## src/rtl/cpu_mem_access_if.sv

```systemverilog
// cpu_mem_access_if: data-bus request/acknowledge bundle between the MEM stage and data memory
//   master (MEM stage): drives bus_req, bus_we, bus_addr, bus_be, bus_wdata; samples bus_ack, bus_rdata
//   slave  (memory)   : samples the request; drives bus_ack with bus_rdata valid in the same cycle
interface cpu_mem_access_if;
  logic        bus_req;
  logic        bus_we;
  logic [31:0] bus_addr;
  logic [3:0]  bus_be;
  logic [31:0] bus_wdata;
  logic        bus_ack;
  logic [31:0] bus_rdata;
  modport master (output bus_req, bus_we, bus_addr, bus_be, bus_wdata, input bus_ack, bus_rdata);
  modport slave (input bus_req, bus_we, bus_addr, bus_be, bus_wdata, output bus_ack, bus_rdata);
endinterface

```

## src/rtl/cpu_mem_access.sv

```systemverilog
// cpu_mem_access: MEM-stage data-memory access unit (one req/ack transaction per access, load alignment)
//   clk, rst        clock, asynchronous active-high reset
//   i_flush/i_hold  pipeline flush, MEM-stage hold
//   i_req_*         memory request from EX/MEM (valid, we, addr, sel, wdata)
//   i_load_op       0 LW, 1 LB, 2 LBU, 3 LH, 4 LHU, 5 LWL, 6 LWR, 7 LW
//   i_reg2_old      old rt value for LWL/LWR merge
//   bus             data-bus master port
//   o_stall_req     combinational pipeline stall
//   o_load_data     aligned load result, valid while o_done
//   o_done          transaction finished, result presented
//   o_bus_error     watchdog expired, valid while o_done
module cpu_mem_access #(
  parameter int TIMEOUT = 1024
) (
  input  logic             clk,
  input  logic             rst,
  input  logic             i_flush,
  input  logic             i_hold,
  input  logic             i_req_valid,
  input  logic             i_req_we,
  input  logic [31:0]      i_req_addr,
  input  logic [3:0]       i_req_sel,
  input  logic [31:0]      i_req_wdata,
  input  logic [2:0]       i_load_op,
  input  logic [31:0]      i_reg2_old,
  cpu_mem_access_if.master bus,
  output logic             o_stall_req,
  output logic [31:0]      o_load_data,
  output logic             o_done,
  output logic             o_bus_error
);
  typedef enum logic [1:0] {IDLE, BUSY, DONE} state_t;
  localparam int CW = TIMEOUT > 0 ? $clog2(TIMEOUT + 1) : 1;
  localparam logic [CW-1:0] WD_LAST = CW'(TIMEOUT - 1);
  state_t        r_state, w_state_nx;
  logic [CW-1:0] r_wd;
  logic          r_drop, r_bus_req, r_bus_we, r_bus_error;
  logic [31:0]   r_bus_addr, r_bus_wdata, r_load_data, r_old;
  logic [3:0]    r_bus_be;
  logic [1:0]    r_a;
  logic [2:0]    r_op;
  logic          w_start, w_to, w_end, w_drop;
  logic [4:0]    w_sh, w_shl;
  logic [7:0]    w_byte;
  logic [15:0]   w_half;
  logic [31:0]   w_rd, w_lwl, w_lwr, w_ld;
  // A flush arriving with the ack still discards the result, hence w_drop folds in i_flush.
  always_comb begin
    w_start = r_state == IDLE && i_req_valid && !i_flush;
    w_to = TIMEOUT != 0 && r_wd == WD_LAST;
    w_end = r_state == BUSY && (bus.bus_ack || w_to);
    w_drop = r_drop || i_flush;
    w_state_nx = r_state == IDLE ? (w_start ? BUSY : IDLE)
               : r_state == BUSY ? (w_end ? (w_drop ? IDLE : DONE) : BUSY)
               : (i_flush || !i_hold) ? IDLE : DONE;
  end
  // LWL keeps the low (3-a) old bytes under the shifted-up read word; LWR keeps the high a old bytes.
  always_comb begin
    w_rd = bus.bus_rdata;
    w_sh = {r_a, 3'b000};
    w_shl = {~r_a, 3'b000};
    w_byte = w_rd[w_sh +: 8];
    w_half = r_a[1] ? w_rd[31:16] : w_rd[15:0];
    w_lwl = (w_rd << w_shl) | (r_old & ~(32'hFFFF_FFFF << w_shl));
    w_lwr = (w_rd >> w_sh) | (r_old & ~(32'hFFFF_FFFF >> w_sh));
    w_ld = r_op == 3'd1 ? {{24{w_byte[7]}}, w_byte}
         : r_op == 3'd2 ? {24'h0, w_byte}
         : r_op == 3'd3 ? {{16{w_half[15]}}, w_half}
         : r_op == 3'd4 ? {16'h0, w_half}
         : r_op == 3'd5 ? w_lwl
         : r_op == 3'd6 ? w_lwr
         : w_rd;
  end
  always_ff @(posedge clk or posedge rst) begin
    if (rst) r_state <= IDLE;
    else r_state <= w_state_nx;
  end
  always_ff @(posedge clk or posedge rst) begin
    if (rst) begin
      r_bus_req <= 1'b0;
      r_bus_we <= 1'b0;
      r_bus_addr <= '0;
      r_bus_be <= '0;
      r_bus_wdata <= '0;
      r_load_data <= '0;
      r_bus_error <= 1'b0;
      r_drop <= 1'b0;
      r_wd <= '0;
      r_a <= '0;
      r_op <= '0;
      r_old <= '0;
    end else begin
      if (w_start) begin
        r_bus_req <= 1'b1;
        r_bus_we <= i_req_we;
        r_bus_addr <= {i_req_addr[31:2], 2'b00};
        r_bus_be <= i_req_we ? i_req_sel : 4'hF;
        r_bus_wdata <= i_req_wdata;
        r_a <= i_req_addr[1:0];
        r_op <= i_load_op;
        r_old <= i_reg2_old;
      end
      if (r_state == BUSY) begin
        r_wd <= r_wd + CW'(1);
        if (i_flush) r_drop <= 1'b1;
      end
      if (w_end) begin
        r_bus_req <= 1'b0;
        r_drop <= 1'b0;
        r_wd <= '0;
        if (!w_drop) begin
          r_load_data <= (bus.bus_ack && !r_bus_we) ? w_ld : 32'h0;
          r_bus_error <= !bus.bus_ack;
        end
      end
      if (r_state == DONE && w_state_nx == IDLE) r_bus_error <= 1'b0;
    end
  end
  assign bus.bus_req = r_bus_req;
  assign bus.bus_we = r_bus_we;
  assign bus.bus_addr = r_bus_addr;
  assign bus.bus_be = r_bus_be;
  assign bus.bus_wdata = r_bus_wdata;
  assign o_stall_req = r_state == BUSY || w_start;
  assign o_load_data = r_load_data;
  assign o_done = r_state == DONE;
  assign o_bus_error = r_bus_error;
endmodule

```

## src/flat_wrapper.sv

```systemverilog
// flat-port wrapper written by rule: the top's interface ports become plain ports
module cpu_mem_access_flat 
#(
  parameter int TIMEOUT = 1024
)
  (clk, rst, i_flush, i_hold, i_req_valid, i_req_we, i_req_addr, i_req_sel, i_req_wdata, i_load_op, i_reg2_old, o_stall_req, o_load_data, o_done, o_bus_error, bus_bus_req, bus_bus_we, bus_bus_addr, bus_bus_be, bus_bus_wdata, bus_bus_ack, bus_bus_rdata);
  cpu_mem_access_if bus_i ();
  input  logic clk;
  input  logic rst;
  input  logic i_flush;
  input  logic i_hold;
  input  logic i_req_valid;
  input  logic i_req_we;
  input  logic [31:0] i_req_addr;
  input  logic [3:0] i_req_sel;
  input  logic [31:0] i_req_wdata;
  input  logic [2:0] i_load_op;
  input  logic [31:0] i_reg2_old;
  output logic o_stall_req;
  output logic [31:0] o_load_data;
  output logic o_done;
  output logic o_bus_error;
  output wire logic [$bits(bus_i.bus_req)-1:0] bus_bus_req;
  output wire logic [$bits(bus_i.bus_we)-1:0] bus_bus_we;
  output wire logic [$bits(bus_i.bus_addr)-1:0] bus_bus_addr;
  output wire logic [$bits(bus_i.bus_be)-1:0] bus_bus_be;
  output wire logic [$bits(bus_i.bus_wdata)-1:0] bus_bus_wdata;
  input wire logic [$bits(bus_i.bus_ack)-1:0] bus_bus_ack;
  input wire logic [$bits(bus_i.bus_rdata)-1:0] bus_bus_rdata;
  assign bus_bus_req = bus_i.bus_req;
  assign bus_bus_we = bus_i.bus_we;
  assign bus_bus_addr = bus_i.bus_addr;
  assign bus_bus_be = bus_i.bus_be;
  assign bus_bus_wdata = bus_i.bus_wdata;
  assign bus_i.bus_ack = bus_bus_ack;
  assign bus_i.bus_rdata = bus_bus_rdata;
  cpu_mem_access #(.TIMEOUT(TIMEOUT)) u_core (.clk(clk), .rst(rst), .i_flush(i_flush), .i_hold(i_hold), .i_req_valid(i_req_valid), .i_req_we(i_req_we), .i_req_addr(i_req_addr), .i_req_sel(i_req_sel), .i_req_wdata(i_req_wdata), .i_load_op(i_load_op), .i_reg2_old(i_reg2_old), .bus(bus_i), .o_stall_req(o_stall_req), .o_load_data(o_load_data), .o_done(o_done), .o_bus_error(o_bus_error));
endmodule
```

## config.mk

```make
export PLATFORM = sky130hd
export DESIGN_NAME = cpu_mem_access_flat
export DESIGN_NICKNAME = d
export VERILOG_FILES = /design/src/rtl/cpu_mem_access_if.sv /design/src/rtl/cpu_mem_access.sv /design/src/flat_wrapper.sv
export SDC_FILE = /design/constraint.sdc
export NUM_CORES = 1
export LEC_CHECK = 0
export CAP_MARGIN = 20
export CORE_MARGIN = 5
export CORE_UTILIZATION = 40
export DETAILED_ROUTE_END_ITERATION = 10
export DONT_BUFFER_PORTS = 1
export PLACE_DENSITY = 0.62
export SYNTH_ARGS = -nofsm -noshare
export SYNTH_HDL_FRONTEND = slang
export SYNTH_SLANG_ARGS = --single-unit
```

## constraint.sdc

```tcl
create_clock -name clk -period 8.96 [get_ports clk]
set_input_delay 1.792 -clock clk [delete_from_list [all_inputs] [get_ports clk]]
set_output_delay 1.792 -clock clk [all_outputs]
set_load 0.05 [all_outputs]
```

# --- After elaboration in Yosys (flattened, before gate mapping) ---
# Index checks and enable logic that the tools add are counted.
# Widths: inputs -> output; s select.
word_totals:
  reg_bits: 152
  input_bits: 142
  elab_cells: 84
classes:
  eq_ne: 10
  muxes: 25
  n_addsub: 1
  reduce_logical: 22
  shift: 5
  bitwise_logic: 8
op_table:
  columns: ["op", "count"]
  rows:
  - ["$mux 32", 7]
  - ["$and 32x32->32", 2]
  - ["$not 32->32", 2]
  - ["$or 32x32->32", 2]
  - ["$shiftx 32x6->8", 1]
  - ["$shl 32x5->32", 1]
  - ["$shl 32x5->32 const A", 1]
  - ["$shr 32x5->32", 1]
  - ["$shr 32x5->32 const A", 1]
  - ["$mux 11", 2]
  - ["$mux 16", 1]
  - ["$add 11x1->11 const B", 1]
  - ["$eq 11x10->1 const B", 1]
  - ["$mux 2", 5]
  - ["$eq 3x3->1 const B", 3]
  - ["$mux 1", 9]
  - ["$reduce_bool 2->1", 4]
  - ["$eq 3x2->1 const B", 2]
  - ["$reduce_and 2->1", 3]
  - ["$logic_and 1x1->1", 5]
  - ["$logic_not 1->1", 4]
  - ["$logic_not 2->1", 2]
  - ["$logic_or 1x1->1", 4]
  - ["$mux 4", 1]
  - ["other kinds (6)", 6]

# --- Depth between registers and ports, before layout ---
# Gate-level depths: netlist of the first run.
logic_depth:
  word_depth: 11
  mapped_depth: 8
  mapped_depth_nobuf: 6

# --- Least setup slack after synthesis of the first run ---
# No wires, ideal clock.
synth_timing:
  path_type: "input to output"
  start: "input i_flush"
  end: "output o_stall_req"
  arrival_time_ps: 3010
  slack_ps: 4158
  path_stages: 4
  path_cell_list: "nor4b_2 -> buf_2 -> buf_2 -> nand2b_1"
synth_via:
  elab_chain_cells: 3
synth_rtl:
  columns: ["element", "line", "source"]
  rows:
  - ["start, declared", "flat_wrapper.sv:10", "input logic i_flush;"]
  - ["$logic_not 1->1", "cpu_mem_access.sv:49", "w_start = r_state == IDLE && i_req_valid && !i_flush;"]
  - ["$logic_and 1x1->1", "cpu_mem_access.sv:49", null]
  - ["$logic_or 1x1->1", "cpu_mem_access.sv:124", "assign o_stall_req = r_state == BUSY || w_start;"]
  - ["end, declared", "flat_wrapper.sv:19", "output logic o_stall_req;"]
# Every way passes these cells.

# --- Worst setup path in the final report of the first run ---
# Same ends and word-level chain as after synthesis.

==> impl_summary.log, run 1 <==
[metrics] result of the run: finished clean
[metrics] clock tree from TritonCTS: built
[metrics] reg-to-reg critical path endpoint: u_core.o_load_data[31]$_DFFE_PP0N_
[metrics] Sum Neg Setup Slack: 0 ns
[metrics] share of post-route cells with drive strength above 1: 15.8%
[metrics] CP max-delay cell: nand2b_1
[metrics] Buffers & Inverters on Critical Path: 0
[metrics] leakage power total: 0.00372 uW
[metrics] most area-hungry cell type in the Yosys netlist: dfrtp_1
[metrics] slowest cell delay on critical path: 0.48 ns
[metrics] NumNets Final: 841
[metrics] x dimension of the die: 152 um
[metrics] number of maximum-capacitance constraint violations: 0
[metrics] number of placed instances with taps included: 949
[metrics] number of enable-type register cells in the synthesized netlist: 0
[metrics] worst flop-to-flop path startpoint: u_core.r_op[1]$_DFFE_PP0P_
[metrics] Final Non-Filler Cells: 980
[metrics] buffers inserted during post-CTS setup optimization: 0
[metrics] crit path cell chain: nor4b_4 > nand2b_1
[metrics] pin count of the biggest net entering global routing: 86
[metrics] TritonCTS buffer count: 17
[metrics] global-route congestion overflow total: 0
[metrics] critical path endpoint category: primary output
[metrics] average footprint of a synthesized cell: 11.2 um^2
[metrics] minimum clock period: 4.28 ns
[metrics] setup clock skew after layout: 0.00934 ns
[metrics] floorplan core area: 0.0200 mm^2
[metrics] number of failing hold endpoints at the final stage: 0
[metrics] GRT Resource Usage Total: 19.4%
[metrics] Synth top area share: 47.2%
[metrics] number of iterations in the first detailed-routing pass: 5
[metrics] clock latency reported for the late side of the worst-skew pair: 0.42 ns
[metrics] count of vias placed by the detailed router: 5808
[metrics] Hold Path Origin: u_core.r_old[30]$_DFFE_PP0P_
[metrics] Worst setup endpoint: o_stall_req
[metrics] worst-case vdd ir drop: 152 uV
[metrics] WP depth: 2
[metrics] quantity of I/O buffers inserted on ports: 0
[metrics] number of slew-limit violations in the final report: 0
[metrics] Final GP Congestion: 0.914
[metrics] Inserted Diodes: 0
[metrics] headroom to the max-slew limit: 31.6%
[metrics] required time at the worst-slack endpoint: 7.17 ns
[metrics] CTS-repair resized insts: 0
[metrics] Tightest Hold Check Type: reg2reg
[metrics] setup violators final: 0
[metrics] number of nets still failing antenna checks after routing: 0
[metrics] I/O pins: 247
[metrics] Async S/R FF share, synth: 100%
[metrics] vias in the first global route: 6208
[metrics] Bufs on Longest Clock Path: 2
[metrics] Cell variety after synth: 65
[metrics] Power per Cell Area: 344 mW/mm^2
[metrics] family with the most delay on the worst path: simple AND/OR/NAND/NOR gates
[metrics] Setup CP Type: in2out
[metrics] post-synthesis sequential area ratio: 47.2%
[metrics] CP Launch Point: i_flush
[metrics] starting density of the core: 40.2%
[metrics] reg-to-reg setup timing slack: 6.01 ns
[metrics] gate count of the mapped netlist: 720
[metrics] die area: 0.0231 mm^2
[metrics] number of antenna violations at the first check in global routing: 5
[metrics] unrepaired setup endpoints after global routing: no
[metrics] Netlist Area Pre-Place: 0.00805 mm^2
[metrics] via density per instance: 5.93
[metrics] CP startpoint kind: input port
[metrics] standard-cell rows: 52
[metrics] Register-to-Register Path Depth: 5
[metrics] Die Ht: 152 um
[metrics] hold-critical path depth: 1
[metrics] Yosys Warn Count: 0
[metrics] Critical Path AT: 2.48 ns
[metrics] dpl hpwl: 16600 um
[metrics] final worst path period share: 47.7%
[metrics] root buf cell: clkbuf_16
[metrics] layout overhead on the synthesized area: 8.98%
[metrics] number of DRC markers after the initial detailed-route iteration: 426
[metrics] Worst Tran Pin Value: 1.03 ns
[metrics] first-pass GRT wire length: 35800 um
[metrics] routed wire length: 22500 um
[metrics] Post-route DRC: 0
[metrics] total number of H-tree levels: 4
[metrics] Synth Register Bits: 152
[metrics] highest achievable clock rate: 0.234 GHz
[metrics] routed length per instance: 23.0 um
[metrics] leading post-synthesis cells by cell area: dfrtp_1, mux2_1, mux2_2
[metrics] crit-path max FO: 4
[metrics] TritonCTS Sinks: 152
[metrics] Clock Pin Slew Worst Setup and Hold Paths: 0.06 ns
[metrics] hold_buf cts: 0
[metrics] ys flop type: dfrtp_1
flip-flops by register name, summed over array words and instances, names as in the netlist, 2 cells and up:
register	cells
u_core.bus.bus_wdata	32
u_core.o_load_data	32
u_core.bus.bus_addr	30
u_core.r_state	2
u_core.r_op	3
u_core.r_a	2
u_core.r_wd	11
u_core.bus.bus_be	4
u_core.r_old	32
worst min-delay path by stage:
| stage | slack [ns] | to |
|---|---|---|
| 2_1_floorplan | 0.45 | u_core.r_old[28]$_DFFE_PP0P_ |
| 3_3_place_gp | 0.48 | u_core.r_old[30]$_DFFE_PP0P_ |
| 3_5_place_dp | 0.48 | u_core.r_old[30]$_DFFE_PP0P_ |
| 4_1_cts | 0.49 | u_core.r_old[30]$_DFFE_PP0P_ |
| 5_1_grt | 0.53 | u_core.r_old[4]$_DFFE_PP0P_ |
| 6_report | 0.49 | u_core.r_old[30]$_DFFE_PP0P_ |
cell type report:
cell class,instances,area (um^2)
well taps,270,338
fillers,1969,11300
inverters,13,53.8
clock inverters,14,175
multi-input cells,505,3910
clock buffers,17,425
repair buffers,9,67.6
flip-flops and latches,152,3800
cell families (layout without fill, tap and decap cells):
family          count (synthesis)  count (layout)  synth area share [%]
compound gates                172             172                  15.1
xor+xnor                        6               6                 0.653
fa+ha+maj                       1               1                 0.155
buf+inv                        64              53                  4.35
flops                         152             152                  47.2
mux                           165             165                  22.7
other cells                     1               2                0.0466
simple gates                  159             159                  9.74
metrics by stage:
stage / utilization (%) / power, uW / hold WS (ns) / instance area [um^2] / setup WS [ns]
2_1_floorplan: - / 2130 / 0.454 / 8060 / 3.07
3_3_place_gp: 40.8 / 2280 / 0.478 / 8180 / 4.69
3_5_place_dp: 40.8 / 2310 / 0.479 / 8180 / 4.68
4_1_cts: 43.8 / 3050 / 0.494 / 8780 / 4.68
5_1_grt: 43.8 / 3170 / 0.530 / 8780 / 4.66
6_report: 43.8 / 3020 / 0.489 / 8780 / 4.68
layer usage:
| layer | track usage (%) | up-vias | wire [um] |
|---|---|---|---|
| met2 | 31.2 | 262 | 11000 |
| met5 | 0 | - | 60 |
| met1 | 23.9 | 2869 | 8770 |
| met4 | 6.51 | 10 | 473 |
| li1 | - | 2629 | - |
| met3 | 7.62 | 38 | 2220 |
cells in the final DEF (no fill, tap or decap), drive strengths merged, types with 5 or more instances in the layout:
master | netlist | layout
a31oi | 8 | 8
o22ai | 9 | 9
a211o | 12 | 12
a22o | 9 | 9
a21oi | 27 | 27
o211ai | 8 | 8
or3b | 8 | 8
clkbuf | 11 | 17
inv | 12 | 22
o21ai | 38 | 38
a222oi | 6 | 6
a211oi | 6 | 6
a21o | 8 | 8
dfrtp | 152 | 152
nand3 | 9 | 9
nand2b | 7 | 7
buf | 40 | 9
a221o | 8 | 8
mux2i | 52 | 52
nor2 | 44 | 44
mux2 | 110 | 110
o221ai | 18 | 18
nand4 | 5 | 5
nand2 | 63 | 63
nor2b | 8 | 8
synth_stat cells, drive strengths merged (2+ instances only):
cell	n
a21oi	27
mux2i	52
xnor2	2
mux4	3
o22ai	9
nand2b	7
a211o	12
o21ai	38
o311ai	2
o211ai	8
nand3	9
nor2b	8
mux2	110
and2	3
nand2	63
nor3	2
nor2	44
o221ai	18
a221o	8
nand4	5
a211oi	6
a222oi	6
a31oi	8
dfrtp	152
a22o	9
clkbuf	11
a21o	8
buf	40
or3b	8
xor2	4
inv	12
nor4b	2
a2111oi	4
where the power goes:
group / total (uW) / internal [uW] / switching, uW
clock network: 732 / 422 / 309
registers: 1630 / 884 / 750
logic: 655 / 303 / 351
total: 3020 / 1610 / 1410
Power figures use the tool's default switching activity.
==> run 2, diff against run 1 <==
==> constraint.sdc (replaced) <==
create_clock -name clk -period 4.2 [get_ports clk]
set_input_delay 0.84 -clock clk [delete_from_list [all_inputs] [get_ports clk]]
set_output_delay 0.84 -clock clk [all_outputs]
set_load 0.05 [all_outputs]
==> run 2 against run 1 <==
Via count up 1.2%. Routed wire length up 3.0%. Non-clock buffer count up 3. Die area unchanged. Largest power group unchanged. Worst hold slack worse by 0.067 ns. Power up 110%. First-iteration DRC count down 0.47%. Critical endpoint is now u_core.o_load_data[4]$_DFFE_PP0N_. Clock-buffer cell count up 1. Largest cell class unchanged. Global-route usage up 0.46 points. Setup slack worse by 3.3 ns. Critical path depth up 4. Combinational power up 110%.
==> impl_summary.log, run 2 (synthesized netlist as in run 1, its figures left out) <==
[metrics] result of the run: finished clean (unchanged)
[metrics] setup violators final: 0 (unchanged)
[metrics] global-route congestion overflow total: 0 (unchanged)
[metrics] clock tree from TritonCTS: built (unchanged)
[metrics] setup clock skew after layout: 0.00846 ns (was 0.00934 ns)
[metrics] sequential share of power: 54.7% (was 54.1%)
[metrics] required time at the worst-slack endpoint: 4.50 ns (was 7.17 ns)
[metrics] slowest cell delay on critical path: 0.62 ns (was 0.48 ns)
[metrics] root buf cell: clkbuf_16 (unchanged)
[metrics] leakage power total: 0.00373 uW (was 0.00372 uW)
[metrics] number of iterations in the first detailed-routing pass: 7 (was 5)
[metrics] clock latency reported for the late side of the worst-skew pair: 0.43 ns (was 0.42 ns)
[metrics] sw frac: 47.4% (was 46.7%)
[metrics] number of DRC markers after the initial detailed-route iteration: 424 (was 426)
[metrics] GRT Resource Usage Total: 19.8% (was 19.4%)
[metrics] vias in the first global route: 6159 (was 6208)
[metrics] Critical Path AT: 3.09 ns (was 2.48 ns)
[metrics] hold_buf cts: 0 (unchanged)
[metrics] count of vias placed by the detailed router: 5876 (was 5808)
[metrics] worst-case vdd ir drop: 284 uV (was 152 uV)
[metrics] Bufs on Longest Clock Path: 2 (unchanged)
[metrics] final worst path period share: 66.3%
[metrics] Power per Cell Area: 730 mW/mm^2 (was 344 mW/mm^2)
[metrics] buffers inserted during post-CTS setup optimization: 0 (unchanged)
[metrics] crit-path max FO: 21 (was 4)
[metrics] Post-route DRC: 0 (unchanged)
[metrics] first-pass GRT wire length: 36300 um (was 35800 um)
[metrics] unrepaired setup endpoints after global routing: no (unchanged)
[metrics] number of nets still failing antenna checks after routing: 0 (unchanged)
[metrics] I/O pins: 247 (unchanged)
[metrics] highest achievable clock rate: 0.359 GHz
[metrics] dpl hpwl: 17400 um (was 16600 um)
[metrics] CP max-delay cell: dfrtp_1 (was nand2b_1)
[metrics] number of failing hold endpoints at the final stage: 0 (unchanged)
[metrics] CTS-repair resized insts: 0 (unchanged)
[metrics] standard-cell rows: 52 (unchanged)
[metrics] via density per instance: 5.97 (was 5.93)
[metrics] number of antenna violations at the first check in global routing: 5 (unchanged)
[metrics] die area: 0.0231 mm^2 (unchanged)
[metrics] most frequent standard cell in the layout excluding fill and tap cells: dfrtp_1 (unchanged)
[metrics] Buffers & Inverters on Critical Path: 2 (was 0)
[metrics] Sum Neg Setup Slack: 0 ns (unchanged)
[metrics] worst flop-to-flop path startpoint: u_core.r_op[1]$_DFFE_PP0P_ (unchanged)
[metrics] pin count of the biggest net entering global routing: 70 (was 86)
[metrics] commonest cells after routing, fill and taps aside: dfrtp_1, nand2_1, mux2_1, mux2_2, mux2i_1 (unchanged)
[metrics] Setup CP Type: reg2reg (was in2out)
[metrics] TritonCTS Sinks: 152 (unchanged)
[metrics] WP depth: 6 (was 2)
[metrics] family with the most delay on the worst path: compound AO/OA/AOI/OAI gates (was simple AND/OR/NAND/NOR gates)
[metrics] floorplan core area: 0.0200 mm^2 (unchanged)
[metrics] Clock Pin Slew Worst Setup and Hold Paths: 0.07 ns (was 0.06 ns)
[metrics] part of the total power dissipated in the clock network: 23.9% (was 24.2%)
[metrics] minimum clock period: 2.79 ns
[metrics] share of post-route cells with drive strength above 1: 16.1% (was 15.8%)
[metrics] Die Ht: 152 um (unchanged)
[metrics] total number of H-tree levels: 4 (unchanged)
[metrics] NumNets Final: 844 (was 841)
[metrics] x dimension of the die: 152 um (unchanged)
[metrics] TritonCTS buffer count: 17 (unchanged)
[metrics] Worst Tran Pin Value: 0.946 ns (was 1.03 ns)
[metrics] quantity of I/O buffers inserted on ports: 0 (unchanged)
[metrics] internal portion of total power: 3390 uW (was 1610 uW)
[metrics] number of slew-limit violations in the final report: 0 (unchanged)
[metrics] share of total power in combinational logic: 21.4% (was 21.7%)
[metrics] Register-to-Register Path Depth: 6 (was 5)
[metrics] reg-to-reg setup timing slack: 1.41 ns (was 6.01 ns)
[metrics] number of maximum-capacitance constraint violations: 0 (unchanged)
[metrics] power spent charging and discharging nets: 3050 uW (was 1410 uW)
[metrics] critical path endpoint category: flip-flop (was primary output)
[metrics] worst slack on hold paths: 0.422 ns (was 0.489 ns)
[metrics] layout overhead on the synthesized area: 9.54% (was 8.98%)
[metrics] headroom to the max-slew limit: 36.8% (was 31.6%)
[metrics] routed length per instance: 23.6 um (was 23.0 um)
[metrics] crit path cell chain: buf_4 > inv_2 > nand2_1 > o22ai_1 > a21oi_1 > a221o_1 (was nor4b_4 > nand2b_1)
[metrics] Final GP Congestion: 0.933 (was 0.914)
[metrics] reg-to-reg critical path endpoint: u_core.o_load_data[4]$_DFFE_PP0N_ (was u_core.o_load_data[31]$_DFFE_PP0N_)
[metrics] starting density of the core: 40.2% (unchanged)
[metrics] routed wire length: 23200 um (was 22500 um)
[metrics] Tightest Hold Check Type: in2async (was reg2reg)
[metrics] CP startpoint kind: flip-flop (was input port)
run 2: worst max-delay path by stage:
| stage | startpoint | slack [ns] | end |
|---|---|---|---|
| after floorplan | i_flush | 1.30 | o_stall_req |
| after global placement | i_flush | 1.33 | u_core.r_old[17]$_DFFE_PP0P_ |
| after detailed placement | i_flush | 1.22 | u_core.r_old[20]$_DFFE_PP0P_ |
| after CTS | u_core.r_op[1]$_DFFE_PP0P_ | 1.42 | u_core.o_load_data[0]$_DFFE_PP0N_ |
| after global routing | u_core.r_op[1]$_DFFE_PP0P_ | 1.21 | u_core.o_load_data[5]$_DFFE_PP0N_ |
| final | u_core.r_op[1]$_DFFE_PP0P_ | 1.41 | u_core.o_load_data[4]$_DFFE_PP0N_ |
run 2: area by class of cell:
| type | instances | area (um^2) |
|---|---|---|
| fillers | 1934 | 11200 |
| clock inverters | 14 | 180 |
| diodes | 1 | 2.50 |
| well taps | 270 | 338 |
| repair buffers | 12 | 103 |
| flip-flops and latches | 152 | 3800 |
| inverters | 13 | 52.6 |
| clock buffers | 18 | 429 |
| multi-input cells | 505 | 3910 |
run 2: metrics by stage:
step                std cells  worst slack, ns  util (%)  area [um^2]  power [uW]
floorplan                 721             1.30         -         8060        4540
global placement          952             1.33      41.0         8210        4870
detailed placement        952             1.22      41.0         8210        4940
CTS                       984             1.42      44.0         8820        6510
global route              984             1.21      44.0         8820        6760
finish                    985             1.41      44.0         8820        6440
run 2: power by group through the flow:
stage | Clock, uW | Sequential, uW | Combinational [uW]
detailed placement | 0 | 3560 | 1380
global placement | 0 | 3550 | 1330
finish | 1540 | 3520 | 1380
floorplan | 0 | 3320 | 1220
global route | 1650 | 3580 | 1530
CTS | 1580 | 3540 | 1390
run 2: worst reg2reg max path, stage by stage, from the launching register on:
cell and delay [ns]:
dfrtp_1 0.62, buf_4 0.31, inv_2 0.28, nand2_1 0.36, o22ai_1 0.62, a21oi_1 0.15, a221o_1 0.33
run 2: routing by layer:
layer | GRT usage [%] | wire, um | up-vias
li1 | - | - | 2629
met1 | 22.9 | 8630 | 2956
met4 | 5.74 | 389 | 10
met3 | 9.19 | 2420 | 32
met2 | 33.2 | 11700 | 249
met5 | 0 | 60 | -
